## src/rtl/gfx_wbm_pkg.sv

```systemverilog
// Shared definitions for the GFX Wishbone master blocks.
package gfx_wbm_pkg;

    // Read master FSM states.
    typedef enum logic [1:0] {
        StIdle = 2'd0,
        StBus  = 2'd1,
        StDone = 2'd2
    } wbm_state_e;

    localparam logic [2:0] WB_CTI_CLASSIC = 3'b000;
    localparam logic [1:0] WB_BTE_LINEAR  = 2'b00;

endpackage

```

## src/rtl/gfx_wbm_read_timeout.sv

```systemverilog
// Bus-cycle timeout counter for gfx_wbm_read.
// terminal is high on the cycle where the count has reached TIMEOUT_CYCLES-1.
module gfx_wbm_read_timeout #(
    parameter int unsigned TIMEOUT_CYCLES = 1024
) (
    input  logic clk,
    input  logic rst,
    input  logic clear,
    input  logic count_en,
    output logic terminal
);
    localparam int unsigned CntW = (TIMEOUT_CYCLES > 2) ? $clog2(TIMEOUT_CYCLES) : 1;
    localparam logic [CntW-1:0] TermVal = CntW'(TIMEOUT_CYCLES - 1);

    logic [CntW-1:0] count_q;

    // Count cycles spent in BUS; cleared on entry to BUS.
    always_ff @(posedge clk) begin
        if (rst || clear) begin
            count_q <= '0;
        end else if (count_en && (count_q != TermVal)) begin
            count_q <= count_q + 1'b1;
        end
    end

    // Terminal flag for the current count value.
    always_comb begin
        terminal = (count_q == TermVal);
    end

endmodule

```

## src/rtl/gfx_wbm_read.sv

```systemverilog
// Wishbone classic-cycle single-word read master for the GFX accelerator.
// Optional bus timeout enabled by defining GFX_WBM_READ_TIMEOUT_EN.
module gfx_wbm_read
    import gfx_wbm_pkg::*;
#(
    parameter int unsigned TIMEOUT_CYCLES = 1024
) (
    input  logic        clk_i,
    input  logic        rst_i,
    // Arbiter side
    input  logic        read_request_i,
    input  logic [29:0] addr_i,
    input  logic [3:0]  sel_i,
    output logic [31:0] dat_o,
    output logic        ack_o,
    output logic        err_o,
    output logic        busy_o,
    // Wishbone side
    output logic        cyc_o,
    output logic        stb_o,
    output logic        we_o,
    output logic [2:0]  cti_o,
    output logic [1:0]  bte_o,
    output logic [31:0] adr_o,
    output logic [3:0]  sel_o,
    input  logic [31:0] dat_i,
    input  logic        ack_i,
    input  logic        err_i
);

    if (TIMEOUT_CYCLES < 2) begin : g_param_check
        $error("gfx_wbm_read: TIMEOUT_CYCLES must be at least 2");
    end

    wbm_state_e  state_q, state_d;
    logic [31:0] adr_q, adr_d;
    logic [3:0]  sel_q, sel_d;
    logic [31:0] dat_q, dat_d;
    logic        err_q, err_d;
    logic        timeout_hit;

`ifdef GFX_WBM_READ_TIMEOUT_EN
    logic tmo_clear;
    logic tmo_count_en;

    // Clear the counter on the IDLE->BUS transition, count while in BUS.
    always_comb begin
        tmo_clear    = (state_q == StIdle) && read_request_i;
        tmo_count_en = (state_q == StBus);
    end

    gfx_wbm_read_timeout #(
        .TIMEOUT_CYCLES (TIMEOUT_CYCLES)
    ) u_timeout (
        .clk      (clk_i),
        .rst      (rst_i),
        .clear    (tmo_clear),
        .count_en (tmo_count_en),
        .terminal (timeout_hit)
    );
`else
    // No timeout: BUS waits for the slave indefinitely.
    always_comb begin
        timeout_hit = 1'b0;
    end
`endif

    // Next-state and datapath updates; err/ack win over the timeout.
    always_comb begin
        state_d = state_q;
        adr_d   = adr_q;
        sel_d   = sel_q;
        dat_d   = dat_q;
        err_d   = 1'b0;
        case (state_q)
            StIdle: begin
                if (read_request_i) begin
                    adr_d   = {addr_i, 2'b00};
                    sel_d   = sel_i;
                    state_d = StBus;
                end
            end
            StBus: begin
                if (err_i) begin
                    dat_d   = '0;
                    err_d   = 1'b1;
                    state_d = StDone;
                end else if (ack_i) begin
                    dat_d   = dat_i;
                    state_d = StDone;
                end else if (timeout_hit) begin
                    dat_d   = '0;
                    err_d   = 1'b1;
                    state_d = StDone;
                end
            end
            // Recovery cycle: request ignored so the arbiter can deassert.
            StDone: begin
                state_d = StIdle;
            end
            default: begin
                state_d = StIdle;
            end
        endcase
    end

    // State and output registers with synchronous reset.
    always_ff @(posedge clk_i) begin
        if (rst_i) begin
            state_q <= StIdle;
            adr_q   <= '0;
            sel_q   <= '0;
            dat_q   <= '0;
            err_q   <= 1'b0;
        end else begin
            state_q <= state_d;
            adr_q   <= adr_d;
            sel_q   <= sel_d;
            dat_q   <= dat_d;
            err_q   <= err_d;
        end
    end

    // Outputs decoded from registered state, so they are glitch-free.
    always_comb begin
        cyc_o  = (state_q == StBus);
        stb_o  = (state_q == StBus);
        ack_o  = (state_q == StDone);
        busy_o = (state_q == StBus) || (state_q == StDone);
        err_o  = err_q;
        dat_o  = dat_q;
        adr_o  = adr_q;
        sel_o  = sel_q;
        we_o   = 1'b0;
        cti_o  = WB_CTI_CLASSIC;
        bte_o  = WB_BTE_LINEAR;
    end

endmodule

```

## config.mk

```make
export PLATFORM = sky130hd
export DESIGN_NAME = gfx_wbm_read
export DESIGN_NICKNAME = d
export VERILOG_FILES = /design/src/rtl/gfx_wbm_pkg.sv /design/src/rtl/gfx_wbm_read_timeout.sv /design/src/rtl/gfx_wbm_read.sv
export SDC_FILE = /design/constraint.sdc
export NUM_CORES = 1
export LEC_CHECK = 0
export BUFFER_PORTS_ARGS = -buffer_cell sky130_fd_sc_hd__buf_2
export CORE_MARGIN = 2
export CORE_UTILIZATION = 41
export CTS_BUF_LIST = sky130_fd_sc_hd__clkbuf_4 sky130_fd_sc_hd__clkbuf_8
export DETAILED_ROUTE_END_ITERATION = 10
export GPL_TIMING_DRIVEN = 0
export PLACE_DENSITY_LB_ADDON = 0.08
export SYNTH_ARGS = -nofsm -noshare
export SYNTH_HDL_FRONTEND = slang
export SYNTH_SLANG_ARGS = --single-unit
```

## constraint.sdc

```tcl
create_clock -name clk_i -period 1.5 [get_ports clk_i]
set_clock_uncertainty 0.1 [all_clocks]
set_input_delay 0.15 -clock clk_i [delete_from_list [all_inputs] [get_ports clk_i]]
set_output_delay 0.15 -clock clk_i [all_outputs]
set_load 0.01 [all_outputs]
```

==> results of run 1 <==
-- routing by layer --
metal  GRT usage [%]  part of all wire, %  routed length (µm)
met5               0                    0                   0
met4            9.24                  1.8                 148
met3            6.52                  7.2                 595
met2            38.4                   51                4160
met1            26.5                   40                3330
-- cells by family (layout without fill, tap and decap cells) --
group	after synthesis	count (layout)	share of synthesized area, %
flops	69	69	50.8
buf+inv	35	257	7.87
simple gates	141	141	24.8
other cells	1	8	0.138
compound gates	69	69	13.4
mux	2	2	0.737
fa+ha+maj	5	5	2.30
-- final timing paths --
check | depth (start not counted) | endpoint | from
max | 7 | adr_o[15]$_SDFFE_PP0P_ | state_q[1]$_SDFFE_PP0P_
min | 3 | state_q[0]$_SDFFE_PP0P_ | rst_i
max reg2reg | 7 | adr_o[15]$_SDFFE_PP0P_ | state_q[1]$_SDFFE_PP0P_
min reg2reg | 2 | dat_o[26]$_SDFFE_PP0P_ | dat_o[26]$_SDFFE_PP0P_
-- layout by cell type (no fill, tap or decap), types with 2 or more instances in the layout --
cell type / synthesis / routed
sky130_fd_sc_hd__clkbuf_8: 0 / 10
sky130_fd_sc_hd__ha_1: 5 / 3
sky130_fd_sc_hd__a21oi_1: 66 / 63
sky130_fd_sc_hd__nand2_1: 101 / 100
sky130_fd_sc_hd__buf_1: 2 / 2
sky130_fd_sc_hd__clkbuf_4: 0 / 4
sky130_fd_sc_hd__dfxtp_1: 69 / 67
sky130_fd_sc_hd__buf_8: 3 / 3
sky130_fd_sc_hd__mux2i_1: 2 / 2
sky130_fd_sc_hd__a21oi_2: 1 / 4
sky130_fd_sc_hd__buf_6: 0 / 4
sky130_fd_sc_hd__buf_2: 12 / 148
sky130_fd_sc_hd__nand2b_1: 4 / 4
sky130_fd_sc_hd__clkbuf_1: 7 / 4
sky130_fd_sc_hd__nand3b_1: 31 / 31
sky130_fd_sc_hd__buf_4: 9 / 9
sky130_fd_sc_hd__dlygate4sd3_1: 0 / 66
sky130_fd_sc_hd__conb_1: 1 / 8
sky130_fd_sc_hd__inv_2: 0 / 2
sky130_fd_sc_hd__clkinv_2: 0 / 4
-- sequential cells by signal (all words and copies together), names as in the netlist --
name and cells:
dat_o 32, state_q 2, sel_o 4, adr_o 30, err_o 1
-- critical path, delay by kind of cell (launching register included) --
kind                     cells  cell delay (ps)
buffers and inverters        3              380
adder cells (fa/ha/maj)      1              200
AO/OA/AOI/OAI                1              160
flip-flops                   1              330
AND/OR/NAND/NOR              2              260
-- cell type report --
class / count / area (µm²)
Buffer: 33 / 243
Clock buffer: 11 / 145
Clock inverter: 5 / 50.0
Fill cell: 522 / 1920
Inverter: 2 / 7.51
Multi-Input combinational cell: 225 / 1180
Sequential cell: 69 / 1390
Tap cell: 77 / 96.3
Timing Repair Buffer: 206 / 1360
-- repair_timing --
| item | CTS | global route |
|---|---|---|
| resized for setup | 15 | 12 |
| hold buffers | 66 | 0 |
| gates cloned | 0 | 0 |
| endpoints found under the hold margin | 66 | 0 |
| endpoints found under the setup margin | 63 | 35 |
-- per-stage QoR --
step | util (%) | instances | setup slack [ps]
floorplan | - | 329 | 74.8
global placement | 55.4 | 546 | -198
detailed placement | 55.4 | 546 | -228
CTS | 69.4 | 628 | -28.5
global route | 69.9 | 628 | -79.2
finish | 69.9 | 628 | -0.675
-- power breakdown --
part           internal, W  switching (W)  total (W)  leakage [nW]
Combinational     0.000914        0.00108    0.00199          1.41
Clock             0.000820       0.000677    0.00150         0.106
Sequential         0.00210       0.000142    0.00225         0.564
==> metrics.sh, run 1 <==
STATUS='complete, but fails checks'
VIOLATIONS='negative setup slack'
DP.FINAL_HPWL_UM=5010
R2R_SLACK_PS=-0.7
ROUTED_WIRE_LENGTH_PER_INSTANCE_UM=13.1
DIE_W_UM=85.4
FLOORPLAN.INITIALDENSITY_PCT=42.6
DIE_Y_UM=85.4
GRT_SETUP_UNREPAIRED='true'
SYNTH_EDF_COUNT=0
GLOBAL_ROUTE.USAGE.TOTAL_PCT=22.5
CORE_AREA_UM2=6390
VIAS=2944
NUMBER_OF_ANTENNA_VIOLATIONS_AT_THE_FIRST_CHECK_IN_GLOBAL_ROUTING=0
SYNTH_LARGEST_AREA_CELL='sky130_fd_sc_hd__dfxtp_1'
YOSYSSEQAREASHARE_PCT=50.8
WORSTPATHREQUIRED_PS=1670
CRITICAL-PATH-MAX-STAGE-DELAY_PS=330
CLKSLEWWORSTSETUPHOLDPATHS_PS=70
CLK-INSERTION-DELAY-LATE_PS=340
WORST_PATH_CLASS_SETUP='flip-flop to flip-flop'
SLEW_HEADROOM_PCT=64.8
ROUTABILITYCONGESTION=0.767
SETUP_WS_PS=-0.675
TRITONCTS='yes'
H-TREE-DEPTH=3
NETLIST_TOP_CELLS_COUNT='sky130_fd_sc_hd__nand2_1 (101), sky130_fd_sc_hd__dfxtp_1 (69), sky130_fd_sc_hd__a21oi_1 (66)'
WORST-ENDPOINT-ARRIVAL_PS=1670
WORST_SETUP_PATH_END_KIND='flip-flop'
SYNTH_CELLS=322
TYPE_OF_THE_TIGHTEST_MIN_DELAY_CHECK='primary input to flip-flop'
CRITICAL_PATH.CELL_CHAIN='inv_2 -> ha_2 -> and2_1 -> buf_6 -> buf_6 -> nand2_1 -> a21oi_2'
TNS_PS=-0.675
HOLD_WS_PS=55.1
SLEW_VIOL_FINAL=0
TIGHTESTPINTRANSITION_PS=528
GRT_PASS1_VIAS=2837
DRT_PASS1_ITERATIONS=4
TOP_LEVEL_PORTS=150
CTS_BUFFER_DEPTH=2
SYNTH-ASYNC-RESET-RATIO_PCT=0
FINALNETCOUNT=622
HOLD_VIOLATIONS=0
SETUP_VIOLATIONS=1
NUMPORTBUFFERS=140
SYNTH_TOP_CELLS_BY_AREA='sky130_fd_sc_hd__dfxtp_1 (51%), sky130_fd_sc_hd__nand2_1 (14%), sky130_fd_sc_hd__a21oi_1 (12%)'
SYNTH_AREA_PER_CELL_UM2=8.44
CRITPATHSLOWESTCELL='sky130_fd_sc_hd__dfxtp_2'
PERIOD_MINUS_SLACK_PS=1500
CRITICAL_PATH.MOST_COMMON_CELL='sky130_fd_sc_hd__buf_6'
MAX_FREQ_MHz=666
FFS_LATCHES_SYNTH=69
N_ANTENNA_CELL=0
FINAL.PERIOD_UTILIZATION_PCT=100
PEAKVDDDROP_V=0.000863
DRT-TOTAL-WL_UM=8240
DR.FIRST_ITER.DRC_COUNT=85
AVGVIACOUNTPERCELL=4.69
FINAL_CELL_AREA_UM2=4470
DIE_AREA_UM2=7300
DRIVE_GT1_SHARE_PCT=35.8
GRT_REMAINING_OVERFLOW=0
POWER_DENSITY_nW_PER_UM2=1280
NUM_ROWS=29
DETAIL-ROUTE-ANTENNA-NETS=0
DRT_DRC_VIOLATIONS_LEFT=0
SYNTH_MOST_COMMON_CELL='sky130_fd_sc_hd__nand2_1'
CRIT_FANOUT=10
CTS.ROOT.BUFFER_CELL='sky130_fd_sc_hd__clkbuf_8'
SYNTHDISTINCTLIBCELLS=22
TIMING.MAX_CAP.VIOLATIONS=0
GRT_MAX_DEGREE=12
SYNTHESIS_WARNING_TOTAL=0
GRT_FIRST_PASS_WIRELENGTH_UM=13000
DPL_CELL_AREA_UM2=3540
SYNTH_FLOP_CELL='sky130_fd_sc_hd__dfxtp_1'
CTS_SETUP_BUFFERS=0
CLKSINKCOUNT=69
P_LEAK_nW=2.08
CRITICAL_PATH.STARTPOINT_TYPE='flip-flop'
POST-SYNTH-TOP-AREA-FRACTION_PCT=50.8
NUMCTSBUFFERS=9
SYNTHTOLAYOUTAREAGROWTH_PCT=64.4
NETLIST_AREA_UM2=2720
OVERALL_POWER_AFTER_LAYOUT_W=0.00573
No activity file was read; power rests on OpenSTA's default activity.
==> inputs of run 2 (changes only) <==
--- a/config.mk
+++ b/config.mk
@@ -5,9 +5,9 @@
 export SDC_FILE = /design/constraint.sdc
 export NUM_CORES = 1
 export LEC_CHECK = 0
+export ABC_AREA = 1
 export BUFFER_PORTS_ARGS = -buffer_cell sky130_fd_sc_hd__buf_2
-export CORE_MARGIN = 2
-export CORE_UTILIZATION = 41
+export CORE_UTILIZATION = 42
 export CTS_BUF_LIST = sky130_fd_sc_hd__clkbuf_4 sky130_fd_sc_hd__clkbuf_8
 export DETAILED_ROUTE_END_ITERATION = 10
 export GPL_TIMING_DRIVEN = 0
==> run 2 against run 1 <==
  * The run ends with design-rule violations left
  * Worst setup slack improved by 60 ps
  * Sequential cell count did not move
  * Sequential power rose by 5%
  * First-iteration DRC count rose by 34%
  * Utilization fell by 3.3 points
  * Non-clock buffer count fell by 31
  * Largest power group unchanged
==> metrics.sh, run 2 <==
GRT_SETUP_UNREPAIRED='false'
CRITPATHSLOWESTCELL='sky130_fd_sc_hd__dfxtp_2'
DRT_PASS1_ITERATIONS=7  # +3
POST-SYNTH-TOP-AREA-FRACTION_PCT=48.4  # -2.4 points
R2R_SLACK_PS=120  # +120 ps
POSTLAYOUTCOREUTIL_PCT=66.6  # -3.3 points
VIOLATIONS='design-rule violations'
DRT-TOTAL-WL_UM=7150  # -13%
SYNTHTOLAYOUTAREAGROWTH_PCT=50.8
NETLIST_TOP_CELLS_COUNT='sky130_fd_sc_hd__nor2_1 (164), sky130_fd_sc_hd__dfxtp_1 (69), sky130_fd_sc_hd__o21ai_0 (59)'
GLOBAL_ROUTE.USAGE.TOTAL_PCT=21.1  # -1.5 points
LARGEST_REG_FLOPS=32  # unchanged
SYNTHDISTINCTLIBCELLS=20  # -9.1%
MOST_FREQUENT_STANDARD_CELL_IN_THE_LAYOUT_EXCLUDING_FILL_AND_TAP_CELLS='sky130_fd_sc_hd__nor2_1'
YOSYSSEQAREASHARE_PCT=48.4  # -2.4 points
REG2REG_TO='adr_o[3]$_SDFFE_PP0P_'
WORST-ENDPOINT-ARRIVAL_PS=1190  # -480 ps
TYPE_OF_THE_TIGHTEST_MIN_DELAY_CHECK='primary input to flip-flop'
CRITICAL_PATH.CELL_CHAIN='inv_2 -> ha_4 -> buf_4 -> buf_2'
HOLD_CRIT_ENDPOINT='dat_o[21]$_SDFFE_PP0P_'
SYNTH_EDF_COUNT=0  # unchanged
P_LEAK_nW=2.27  # +9.6%
GRT_FIRST_PASS_WIRELENGTH_UM=12000  # -7.6%
DRIVE_GT1_SHARE_PCT=33.6  # -2.2 points
ROUTED_WIRE_LENGTH_PER_INSTANCE_UM=10.7  # -18%
SYNTH_MOST_COMMON_CELL='sky130_fd_sc_hd__nor2_1'
PRECTSSETUPSLACK_PS=-189  # +39.0 ps
NUMPORTBUFFERS=140  # unchanged
HOLD_VIOLATIONS=0  # unchanged
DP.FINAL_HPWL_UM=4910  # -2.1%
WORST-PATH-STAGES=4  # -3
POWER_DENSITY_nW_PER_UM2=1360  # +6.2%
TRITONCTS='yes'
SYNTH_TOP_CELLS_BY_AREA='sky130_fd_sc_hd__dfxtp_1 (48%), sky130_fd_sc_hd__nor2_1 (22%), sky130_fd_sc_hd__o21ai_0 (10%)'
CRITPATHTOPFAMILY='flip-flops'
CLK-INSERTION-DELAY-LATE_PS=330  # about the same
TIMING.MAX_CAP.VIOLATIONS=0  # unchanged
SETUP_WS_PS=59.4  # +60.1 ps
NETLIST_AREA_UM2=2850  # +5.0%
CRIT_FANOUT=5  # -5
WORST_SETUP_PATH_END_KIND='primary output'
FINAL_CELL_AREA_UM2=4300  # -3.7%
GRT_REMAINING_OVERFLOW=0  # unchanged
DRT_DRC_VIOLATIONS_LEFT=20  # +20
NUM_ROWS=29  # unchanged
PEAKVDDDROP_V=0.000747  # -13%
WORSTPATHREQUIRED_PS=1250  # -420 ps
GRT_MAX_DEGREE=12  # unchanged
FINAL_CELL_MIX='sky130_fd_sc_hd__nor2_1 (164), sky130_fd_sc_hd__buf_2 (148), sky130_fd_sc_hd__dfxtp_1 (67)'
CLKSINKCOUNT=69  # unchanged
PERIOD_MINUS_SLACK_PS=1440  # -60.1 ps
DR.FIRST_ITER.DRC_COUNT=114  # +34%
TIMING.HOLD.WORST_PATH_DEPTH=5  # +2
AVGVIACOUNTPERCELL=4.38  # -6.6%
DIE_Y_UM=84.4  # -1.2%
CRITICAL_PATH.STARTPOINT_TYPE='flip-flop'
DIE_AREA_UM2=7130  # -2.3%
H-TREE-DEPTH=3  # unchanged
CTS.ROOT.BUFFER_CELL='sky130_fd_sc_hd__clkbuf_8'
SYNTH_LARGEST_AREA_CELL='sky130_fd_sc_hd__dfxtp_1'
CLKSLEWWORSTSETUPHOLDPATHS_PS=70  # about the same
SYNTHESIS_WARNING_TOTAL=0  # unchanged
TOP_LEVEL_PORTS=150  # unchanged
SLEW_VIOL_FINAL=0  # unchanged
FFS_LATCHES_SYNTH=69  # unchanged
GRT_PASS1_VIAS=2724  # -4.0%
MAX_FREQ_MHz=694  # +4.2%
NUMCTSBUFFERS=9  # unchanged
FINAL.PERIOD_UTILIZATION_PCT=96.0  # -4.0 points
DIE_W_UM=84.4  # -1.2%
FLOORPLAN.INITIALDENSITY_PCT=44.2  # +1.6 points
SYNTH-ASYNC-RESET-RATIO_PCT=0  # unchanged
DPL_CELL_AREA_UM2=3680  # +3.8%
SYNTH_FLOP_CELL='sky130_fd_sc_hd__dfxtp_1'
TIMING.HOLD.WORST.START='dat_i[21]'
SYNTH_AREA_PER_CELL_UM2=7.30  # -14%
SETUP_VIOLATIONS=0  # -1
ROUTABILITYCONGESTION=0.830  # +8.3%
R2R-START='state_q[0]$_SDFFE_PP0P_'
NUMBER_OF_ANTENNA_VIOLATIONS_AT_THE_FIRST_CHECK_IN_GLOBAL_ROUTING=0  # unchanged
TNS_PS=0  # +0.675 ps
SYNTH_CELLS=391  # +21%
PATH_DEPTH_OF_THE_WORST_REG2REG_PATH=6  # -1
DETAIL-ROUTE-ANTENNA-NETS=0  # unchanged
WORST_PATH_CLASS_SETUP='flip-flop to primary output'
VIAS=2920  # -0.82%
OVERALL_POWER_AFTER_LAYOUT_W=0.00587  # +2.3%
N_ANTENNA_CELL=0  # unchanged
STATUS='complete, but fails checks'
CRITICAL-PATH-MAX-STAGE-DELAY_PS=350  # +20 ps
FILLERINSTANCES=600  # +15%
CRITICAL_PATH.N_BUFFERS_INVERTERS=3  # unchanged
CTS_BUFFER_DEPTH=2  # unchanged
FINALNETCOUNT=661  # +6.3%
CORE_AREA_UM2=6460  # +1.1%
## run 2: layer usage
layer  wire [µm]  part of all wire (%)  track usage (%)  up-vias
li1            -                     -                -     1566
met1        3050                    43             23.8     1253
met2        3470                    49             37.5       88
met3         487                   6.8             5.01       13
met4         138                   1.9             10.0        0
met5           0                     0                0        -
## run 2: power by group
| part | switching (W) | internal, W | total, W |
|---|---|---|---|
| combinational | 0.00104 | 0.000852 | 0.00189 |
| clock | 0.000680 | 0.000921 | 0.00160 |
| sequential | 0.000178 | 0.00220 | 0.00237 |
## run 2: worst max path at each step
stage	end	slack (ps)	from
6_report	stb_o	60	state_q[1]$_SDFFE_PP0P_
5_1_grt	stb_o	0.07	state_q[1]$_SDFFE_PP0P_
4_1_cts	busy_o	9	state_q[0]$_SDFFE_PP0P_
3_5_place_dp	adr_o[29]$_SDFFE_PP0P_	-190	state_q[0]$_SDFFE_PP0P_
3_3_place_gp	adr_o[21]$_SDFFE_PP0P_	-130	state_q[0]$_SDFFE_PP0P_
2_1_floorplan	dat_o[26]$_SDFFE_PP0P_	100	state_q[1]$_SDFFE_PP0P_
## run 2: stage by stage
step | hold slack [ps] | cells
2_1_floorplan | 129 | 398
3_3_place_gp | 287 | 615
3_5_place_dp | 287 | 615
4_1_cts | 49.3 | 667
5_1_grt | 88.1 | 667
6_report | 64.1 | 667
## run 2: logic make-up after synthesis
kind of cell | share of synthesized area, %
other cells | 0.131
simple gates | 23.6
flops | 48.4
buf+inv | 12.9
fa+ha+maj | 2.19
compound gates | 12.8
## run 2: layout make-up
cell class | instances | area [µm²] | area share (%)
inverters | 40 | 153 | 3.55
repair buffers | 176 | 1060 | 24.7
multi-input cells | 257 | 1150 | 26.8
well taps | 77 | 96.3 | 2.24
plain buffers | 32 | 240 | 5.58
flip-flops and latches | 69 | 1390 | 32.2
clock inverters | 3 | 42.5 | 0.989
clock buffers | 13 | 173 | 4.01
## run 2: worst reg2reg max path: stages (launching register included)
cell and delay (ps):
sky130_fd_sc_hd__dfxtp_4 380, sky130_fd_sc_hd__inv_2 50, sky130_fd_sc_hd__ha_2 200, sky130_fd_sc_hd__nand2_4 110, sky130_fd_sc_hd__clkbuf_2 220, sky130_fd_sc_hd__o21ai_0 100
sky130_fd_sc_hd__nor2_1 140
## run 2: repair_timing
item | CTS | global route
setup buffers | 0 | 0
resized for setup | 14 | 24
hold buffers | 36 | 0
setup endpoints to repair | 63 | 32
endpoints found under the hold margin | 36 | 0
==> inputs of run 3 (changes only) <==
--- a/config.mk
+++ b/config.mk
@@ -5,9 +5,8 @@
 export SDC_FILE = /design/constraint.sdc
 export NUM_CORES = 1
 export LEC_CHECK = 0
-export ABC_AREA = 1
 export BUFFER_PORTS_ARGS = -buffer_cell sky130_fd_sc_hd__buf_2
-export CORE_UTILIZATION = 42
+export CORE_UTILIZATION = 41
 export CTS_BUF_LIST = sky130_fd_sc_hd__clkbuf_4 sky130_fd_sc_hd__clkbuf_8
 export DETAILED_ROUTE_END_ITERATION = 10
 export GPL_TIMING_DRIVEN = 0
==> run 3 against run 2 <==
  * First-iteration DRC count down 39%
  * Critical path depth unchanged
  * The flow now finishes without violations
  * Total power fell by 5.4%
  * Fmax rose by 0.28%
  * Routed wire length up 6.0%
  * Cell area grew 3.0%
  * Non-clock buffer count grew 30
  * Utilization grew 2.8 points
  * Via count decreased by 1.4%
==> metrics.sh, run 3 (synthesis results as in run 1) <==
H-TREE-DEPTH=3  # unchanged
FINALNETCOUNT=621  # -6.1%
CLKSLEWWORSTSETUPHOLDPATHS_PS=70  # about the same
CLK-INSERTION-DELAY-LATE_PS=330  # about the same
INTERNAL_POWER_W=0.00371  # -6.4%
DRIVE_GT1_SHARE_PCT=35.2  # +1.7 points
NUMBER_OF_ANTENNA_VIOLATIONS_AT_THE_FIRST_CHECK_IN_GLOBAL_ROUTING=0  # unchanged
VIAS=2879  # -1.4%
SEQUENTIALPOWERSHARE_PCT=40.5  # about the same
TIMING.MAX_CAP.VIOLATIONS=0  # unchanged
TOP_LEVEL_PORTS=150  # unchanged
LARGEST_REG_FLOPS=32  # unchanged
CTS.ROOT.BUFFER_CELL='sky130_fd_sc_hd__clkbuf_8'
MOST_FREQUENT_STANDARD_CELL_IN_THE_LAYOUT_EXCLUDING_FILL_AND_TAP_CELLS='sky130_fd_sc_hd__buf_2'
ROUTED_WIRE_LENGTH_PER_INSTANCE_UM=12.1  # +13%
HOLD_VIOLATIONS=0  # unchanged
FIN_CELLS=625  # -6.3%
GRT_REMAINING_OVERFLOW=0  # unchanged
PERIOD_MINUS_SLACK_PS=1440  # -4.01 ps
SETUP_VIOLATIONS=0  # unchanged
SW_FRAC_OF_TOTAL_PCT=33.1  # +0.73 points
ROUTABILITYCONGESTION=0.721  # -13%
GLOBAL_ROUTE.USAGE.TOTAL_PCT=21.8  # +0.70 points
WORST_PATH_CLASS_SETUP='flip-flop to primary output'
CLKSINKCOUNT=69  # unchanged
WORST-ENDPOINT-ARRIVAL_PS=1190  # about the same
DR.FIRST_ITER.DRC_COUNT=69  # -39%
POSTLAYOUTCOREUTIL_PCT=69.4  # +2.8 points
N_ANTENNA_CELL=0  # unchanged
CRIT_FANOUT=6  # +1
CLOCK_POWER_SHARE_PCT=23.6  # -3.7 points
CTS_BUFFER_DEPTH=2  # unchanged
SLEW_HEADROOM_PCT=64.9
DP.FINAL_HPWL_UM=4760  # -3.0%
PRECTSSETUPSLACK_PS=-271  # -81.4 ps
NUMCTSBUFFERS=9  # unchanged
TYPE_OF_THE_TIGHTEST_MIN_DELAY_CHECK='primary input to flip-flop'
TIGHTESTPINTRANSITION_PS=527
GRT_PASS1_VIAS=2804  # +2.9%
TRITONCTS='yes'
FINAL_CELL_MIX='sky130_fd_sc_hd__buf_2 (149), sky130_fd_sc_hd__nand2_1 (100), sky130_fd_sc_hd__dfxtp_1 (67)'
WORST_SETUP_PATH_END_KIND='primary output'
SLEW_VIOL_FINAL=0  # unchanged
MAX_FREQ_MHz=696  # +0.28%
COMBPWRFRAC_PCT=36.0  # +3.8 points
DIE_AREA_UM2=6960  # -2.4%
FINAL.PERIOD_UTILIZATION_PCT=95.8  # -0.27 points
FLOORPLAN.INITIALDENSITY_PCT=42.6  # -1.6 points
CORE_AREA_UM2=6390  # -1.1%
STATUS='finished, final reports clean'
PLACED_INSTANCES=546  # -11%
DRT_DRC_VIOLATIONS_LEFT=0  # -100%
DETAIL-ROUTE-ANTENNA-NETS=0  # unchanged
POWER_DENSITY_nW_PER_UM2=1250  # -8.1%
AVGVIACOUNTPERCELL=4.61  # +5.2%
GRT_FIRST_PASS_WIRELENGTH_UM=12200  # +2.0%
CRITICAL_PATH.STARTPOINT_TYPE='flip-flop'
DRT-TOTAL-WL_UM=7580  # +6.0%
SYNTHTOLAYOUTAREAGROWTH_PCT=63.0
HOLD_WS_PS=8.35  # -55.8 ps
NUM_ROWS=29  # unchanged
GRT_MAX_DEGREE=11  # -1
P_LEAK_nW=2.06  # -9.5%
DRT_PASS1_ITERATIONS=4  # -3
DIE_Y_UM=83.4  # -1.2%
SETUP_WS_PS=63.4  # +4.01 ps
WORSTPATHREQUIRED_PS=1250  # about the same
NUMPORTBUFFERS=140  # unchanged
DIE_W_UM=83.4  # -1.2%
PEAKVDDDROP_V=0.000736  # -1.5%
P_SW_W=0.00183  # -3.3%
-- run 3: cell count changes in the layout (fill, tap and decap cells not counted), moves of 3 or more --
cell | before | now
sky130_fd_sc_hd__a21oi_1 | 3 | 65
sky130_fd_sc_hd__buf_6 | 9 | 4
sky130_fd_sc_hd__buf_8 | 0 | 3
sky130_fd_sc_hd__dlygate4sd3_1 | 36 | 65
sky130_fd_sc_hd__inv_1 | 35 | 0
sky130_fd_sc_hd__nand2_1 | 4 | 100
sky130_fd_sc_hd__nand2b_1 | 0 | 4
sky130_fd_sc_hd__nand3b_1 | 0 | 31
sky130_fd_sc_hd__nor2_1 | 164 | 1
sky130_fd_sc_hd__o21ai_0 | 44 | 0
sky130_fd_sc_hd__o21ai_1 | 21 | 0
-- run 3: cell type report --
class	instances	area (µm²)
buffer	33	240
clock buffer	12	159
clock inverter	2	10.0
fill	509	1960
inverter	2	7.51
multi-input combinational	225	1180
sequential	69	1390
tap	77	96.3
timing repair buffer	205	1350
-- run 3: final timing paths --
path / start / endpoint / slack [ps] / cells after the start
worst max-delay path: state_q[1]$_SDFFE_PP0P_ / stb_o / 60 / 4
worst min-delay path: dat_i[12] / dat_o[12]$_SDFFE_PP0P_ / 8 / 3
worst max register to register: state_q[0]$_SDFFE_PP0P_ / adr_o[23]$_SDFFE_PP0P_ / 70 / 7
worst min register to register: dat_o[15]$_SDFFE_PP0P_ / dat_o[15]$_SDFFE_PP0P_ / 350 / 2
-- run 3: per-layer routing --
metal | global-route usage [%] | vias to the layer above | routed length, µm
li1 | - | 1483 | -
met1 | 24.0 | 1273 | 3280
met2 | 39.3 | 105 | 3600
met3 | 6.26 | 18 | 508
met4 | 8.47 | 0 | 189
met5 | 0 | - | 0
-- run 3: timing repair --
action                                  4_1_cts  5_1_grt
buffers inserted                              0        0
gates cloned                                  0        0
resized for setup                            16       10
endpoints found under the setup margin       63       32
pin swaps                                     0        0
hold buffers                                 65        0
hold endpoints to repair                     65        0
-- run 3: power by group through the flow --
stage | Clock [W] | Combinational [W] | Sequential, W
after floorplan | 0 | 0.000991 | 0.00237
after global placement | 0 | 0.00169 | 0.00225
after detailed placement | 0 | 0.00172 | 0.00226
after CTS | 0.00134 | 0.00193 | 0.00224
after global routing | 0.00143 | 0.00219 | 0.00227
final | 0.00131 | 0.00200 | 0.00225
-- run 3: worst max-delay path, stage by stage (launching register included) --
cell                      delay, ps
sky130_fd_sc_hd__dfxtp_2        340
sky130_fd_sc_hd__inv_2           70
sky130_fd_sc_hd__ha_4           190
sky130_fd_sc_hd__buf_4          120
sky130_fd_sc_hd__buf_2          130
-- run 3: metrics by stage --
step                      instance area [µm²]  total power [W]  TNS, ps
after floorplan                          2740          0.00337        0
after global placement                   3540          0.00394    -5330
final                                    4430          0.00555        0
after global routing                     4430          0.00589    -3.07
after detailed placement                 3540          0.00398    -6710
after CTS                                4400          0.00551        0
